$ cat src/rtl/tag_match_cam.sv
// Tag-match CAM: a small fully associative tag store with a registered lookup.
// A new tag goes into the lowest invalid entry. When every entry is valid, it
// replaces the entry at the round-robin victim pointer. A write whose tag is
// already stored is ignored. flush invalidates every entry. hit_cnt counts hits
// and saturates.
// Optional feature, enabled by defining TAG_MATCH_CAM_BYPASS_EN: a lookup that
// matches the tag being written in the same cycle reports a hit at the index
// that write allocates.

// WIDTH-bit equality comparator used for each tag compare.
module equaln #(
    parameter int unsigned WIDTH = 8
) (
    input  logic [WIDTH-1:0] a,
    input  logic [WIDTH-1:0] b,
    output logic             eq
);
    // Plain bitwise equality.
    assign eq = (a == b);
endmodule

module tag_match_cam #(
    parameter  int unsigned WIDTH   = 8,
    parameter  int unsigned ENTRIES = 4,
    localparam int unsigned IW      = $clog2(ENTRIES),
    localparam int unsigned CNT_W   = 8
) (
    input  logic             clk,
    input  logic             rst,
    input  logic             flush,
    input  logic             wr_en,
    input  logic [WIDTH-1:0] wr_tag,
    input  logic             lk_valid,
    input  logic [WIDTH-1:0] lk_tag,
    output logic             hit_valid,
    output logic             hit,
    output logic [IW-1:0]    hit_idx,
    output logic             full,
    output logic [CNT_W-1:0] hit_cnt
);
    localparam logic [CNT_W-1:0] CNT_MAX = '1;

    logic [WIDTH-1:0]   tags [ENTRIES];
    logic [ENTRIES-1:0] valid;
    logic [IW-1:0]      victim;

    logic [ENTRIES-1:0] lk_eq;
    logic [ENTRIES-1:0] lk_match;
    logic               lk_any;
    logic [IW-1:0]      lk_idx;
    logic               wr_dup;
    logic [IW-1:0]      alloc_idx;
    logic               wr_accept;
    logic               fwd_hit;
    logic               lk_hit;
    logic [IW-1:0]      lk_hit_idx;

    // One comparator per entry, qualified by that entry's valid bit.
    for (genvar g = 0; g < int'(ENTRIES); g++) begin : g_cmp
        equaln #(.WIDTH(WIDTH)) u_eq (
            .a  (tags[g]),
            .b  (lk_tag),
            .eq (lk_eq[g])
        );
        assign lk_match[g] = lk_eq[g] & valid[g];
    end

    // Priority-encode the lowest matching entry.
    always_comb begin
        lk_any = 1'b0;
        lk_idx = '0;
        for (int i = int'(ENTRIES) - 1; i >= 0; i--) begin
            if (lk_match[i]) begin
                lk_any = 1'b1;
                lk_idx = IW'(i);
            end
        end
    end

    // Detect duplicates, then choose the allocation slot: the lowest invalid entry, else the victim.
    always_comb begin
        wr_dup    = 1'b0;
        alloc_idx = victim;
        for (int i = int'(ENTRIES) - 1; i >= 0; i--) begin
            if (valid[i] && (tags[i] == wr_tag)) begin
                wr_dup = 1'b1;
            end
            if (!valid[i]) begin
                alloc_idx = IW'(i);
            end
        end
    end

    assign full      = &valid;
    assign wr_accept = wr_en & ~flush & ~wr_dup;

`ifdef TAG_MATCH_CAM_BYPASS_EN
    logic fwd_eq;

    // Forward an accepted same-cycle write to the lookup.
    equaln #(.WIDTH(WIDTH)) u_fwd_eq (
        .a  (wr_tag),
        .b  (lk_tag),
        .eq (fwd_eq)
    );
    assign fwd_hit = wr_accept & fwd_eq;
`else
    assign fwd_hit = 1'b0;
`endif

    // Lookup result before it is registered. A stored match takes priority over forwarding.
    always_comb begin
        lk_hit     = lk_valid & (lk_any | fwd_hit);
        lk_hit_idx = '0;
        if (lk_valid && lk_any) begin
            lk_hit_idx = lk_idx;
        end else if (lk_valid && fwd_hit) begin
            lk_hit_idx = alloc_idx;
        end
    end

    // Register the lookup result and update the hit counter.
    always_ff @(posedge clk) begin
        if (rst) begin
            hit_valid <= 1'b0;
            hit       <= 1'b0;
            hit_idx   <= '0;
            hit_cnt   <= '0;
        end else begin
            hit_valid <= lk_valid;
            hit       <= lk_hit;
            hit_idx   <= lk_hit_idx;
            if (lk_hit && (hit_cnt != CNT_MAX)) begin
                hit_cnt <= hit_cnt + CNT_W'(1);
            end
        end
    end

    // Tag array update: flush beats write; the victim pointer advances only on a replacement.
    always_ff @(posedge clk) begin
        if (rst) begin
            valid  <= '0;
            victim <= '0;
            for (int i = 0; i < int'(ENTRIES); i++) begin
                tags[i] <= '0;
            end
        end else if (flush) begin
            valid  <= '0;
            victim <= '0;
        end else if (wr_accept) begin
            tags[alloc_idx]  <= wr_tag;
            valid[alloc_idx] <= 1'b1;
            if (&valid) begin
                victim <= victim + IW'(1);
            end
        end
    end

endmodule

$ cat config.mk
export PLATFORM = sky130hd
export DESIGN_NAME = tag_match_cam
export DESIGN_NICKNAME = d
export VERILOG_FILES = /design/src/rtl/tag_match_cam.sv
export SDC_FILE = /design/constraint.sdc
export NUM_CORES = 1
export LEC_CHECK = 0
export CORE_MARGIN = 1.5
export CORE_UTILIZATION = 56
export DETAILED_ROUTE_END_ITERATION = 7
export GPL_TIMING_DRIVEN = 0
export PLACE_DENSITY_LB_ADDON = 0.25
export SETUP_SLACK_MARGIN = 0.05
export SKIP_LAST_GASP = 1
export SLEW_MARGIN = 25
export SYNTH_ARGS = -nofsm -noshare
export SYNTH_HDL_FRONTEND = slang
export SYNTH_SLANG_ARGS = --single-unit
export TNS_END_PERCENT = 100
$ cat constraint.sdc
create_clock -name clk -period 3.1 [get_ports clk]
set_input_delay 0.31 -clock clk [delete_from_list [all_inputs] [get_ports clk]]
set_output_delay 0.31 -clock clk [all_outputs]
set_load 0.02 [all_outputs]
==> reports/results.ini <==
[run_status]
outcome = finished clean

[clock_tree]
ctsRootBufferMaster = clkbuf_8
insertion_delay_ns = 0.31
cts_tree = done
cts_sinks = 50
clk_path_buf_depth = 2
cts.repair.resized = 0
postCtsHoldBufs = 0
path_clk_slew_ns = 0.10
cts_buffers = 5
cts-htree-levels = 2
cts_setup_buffers = 0

[route]
vias = 2190
drtPass1Iterations = 4
ant_nets = 0
via_per_inst = 5.92
drc = 0
wire_per_inst_um = 17.8
first_iter_violations = 139
routed_wirelength_mm = 6.57

[floorplanning]
dieArea_um2 = 5590
io_pins = 34
start_util_pct = 59.5
rows = 25
die_h_um = 74.8
die_w_um = 74.8
core_area_um2 = 4850

[logic_synthesis]
ys_seq_area_share_pct = 45.8
synth_top_area_cell = edfxtp_1
yosys_warnings = 0
syn_area_um2 = 2890
synth_cell_type_count = 42
synthCells = 271
synth_edf_count = 32
syn_nets = 293
synth_flop_cell = edfxtp_1
synth-seq-cells = 50
yosysTopAreaCellShare_pct = 33.3
async_flop_share_pct = 0
ys_top_cells_by_area = edfxtp_1, xor2_1, dfxtp_1
avgSynthCellArea_um2 = 10.7

[cells_and_area]
num_antenna_cells = 0
nets = 324
area_delta_synth_final_pct = 15.6
drive_above_1_share_pct = 10.2

[sta]
rsz0062_at_grt = false
period_needed_ns = 2.45
setup_ws_ns = 0.649
setup_violations = 0
fin_tns_setup_ns = 0
slew_headroom_pct = 63.4
hold_violations = 0
finalCritPeriodShare_pct = 79.1
drv_slew = 0
worst_pin_slew_ns = 0.545
max_freq_ghz = 0.408
finalClockSkew_ns = 0.00519

[grt]
grt_pass1_vias = 2129
grt_max_degree = 17
grt_pass1_wl_mm = 10.4
antenna_found_initial = 0
overflow = 0
track_usage_pct = 26.1

[worst_setup_path]
crit_type = input port to register
cp.required_ns = 3.35
cp_slowest_cell = clkdlybuf4s50_1
cp_max_fo = 10
max_stage_delay_ns = 0.58
crit_path_end_kind = register
startpoint_type = input port
worstPathCellList = clkdlybuf4s50_1 -> xor2_1 -> nor4_1 -> nand4_1 -> and4_1 -> buf_6 -> buf_4 -> or3b_1 -> a21oi_1
cp.arrival_ns = 2.70

[placed_design]
dp_slack_ns = 0.308
portBuffers = 24
place.gp.congestion = 0.891
dp_hpwl_mm = 4.77

[power_and_ir_drop]
total_leakage_power_nw = 1.20
irDropWorstVdd_mv = 0.227
powerDensity_nw_per_um2 = 419

[run]
drv_cap = 0

[worst_hold_path]
hold_class = input port to register

-- worst paths after layout --
| path | startpoint | end | slack [ns] | cells after the start |
|---|---|---|---|---|
| min reg2reg | hit_cnt[4] | hit_cnt[4] | 0.52 | 2 |
| max reg2reg | tags[2][6] | tags[1][6] | 0.73 | 7 |
| min | wr_tag[6] | tags[3][6] | 0.43 | 2 |
| max | lk_tag[2] | hit_cnt[1] | 0.65 | 9 |
-- flip-flops by register name (all words and copies together), names as in the netlist --
| signal | flops |
|---|---|
| hit | 1 |
| victim | 2 |
| valid | 4 |
| tags | 32 |
| hit_cnt | 8 |
| hit_valid | 1 |
| hit_idx | 2 |
-- critical path: cells and delay by family --
kind	cells	cell delay [ns]
buf+inv	3	0.87
simple gates	4	1.19
compound gates	1	0.12
xor+xnor	1	0.22
-- layer usage --
layer  vias to the layer above  part of all wire (%)  routed length (µm)  track usage, %
li1                       1058                     -                   -               -
met1                      1056                    43                2840            35.6
met2                        64                    49                3240            42.0
met3                        12                   5.4                 357            4.69
met4                         0                   2.0                 131            9.29
met5                         -                     0                   0               0
-- through the flow --
step	cell area [µm²]	hold WS, ns	power (mW)	utilization [%]	std cells
3_5_place_dp	3210	0.503	0.926	66.2	362
3_3_place_gp	3210	0.485	0.921	66.2	362
2_1_floorplan	2890	0.454	0.868	-	271
4_1_cts	3340	0.438	1.40	68.9	370
6_report	3340	0.430	1.40	68.9	370
5_1_grt	3340	0.432	1.45	68.9	370
-- cell families (layout without fill, tap and decap cells) --
logic type               Yosys count  in the layout  synth area share, %
flip-flops                        50             50                 45.8
buffers and inverters             21             53                 3.47
AO/OA/AOI/OAI                     27             27                 6.29
adder cells (fa/ha/maj)            1              1                0.433
multiplexers                       2              2                0.737
XOR/XNOR                          64             64                 19.4
AND/OR/NAND/NOR                  106            106                 23.9
-- synthesized netlist by cell type, drive strengths merged (6+ instances only) --
cell type and count:
and2 8, xor2 50, nor4 10, clkbuf 9, nand4 9, nand2 13
dfxtp 18, buf 10, xnor2 14, nor3 10, and4 17, a21oi 8
edfxtp 32, nor2 9, and4bb 6
-- layout by cell type (no fill, tap or decap), types with 3 or more instances in the layout --
| cell type | count |
|---|---|
| a21oi_1 | 8 |
| and2_1 | 8 |
| and4_1 | 17 |
| and4bb_2 | 6 |
| buf_2 | 8 |
| clkbuf_1 | 9 |
| clkbuf_8 | 5 |
| clkdlybuf4s50_1 | 24 |
| dfxtp_1 | 18 |
| edfxtp_1 | 32 |
| nand2_1 | 13 |
| nand3_1 | 5 |
| nand4_1 | 9 |
| nor2_1 | 9 |
| nor2b_1 | 3 |
| nor3_1 | 10 |
| nor4_1 | 10 |
| o21a_1 | 3 |
| o21ai_0 | 5 |
| o31ai_1 | 3 |
| or3_2 | 3 |
| xnor2_1 | 14 |
| xor2_1 | 50 |
-- cell type report --
type	instances	area (µm²)
plain buffers	19	92.6
multi-input cells	200	1470
clock inverters	1	8.76
clock buffers	7	119
repair buffers	24	240
fillers	386	1510
inverters	2	7.51
flip-flops and latches	50	1320
well taps	67	83.8
-- power by group --
part	leakage, nW	internal (mW)	switching (mW)
Sequential	0.471	0.732	0.0201
Clock	0.0647	0.259	0.230
Combinational	0.664	0.0698	0.0902
Total	1.20	1.06	0.340
(Power assumes the default switching activity.)
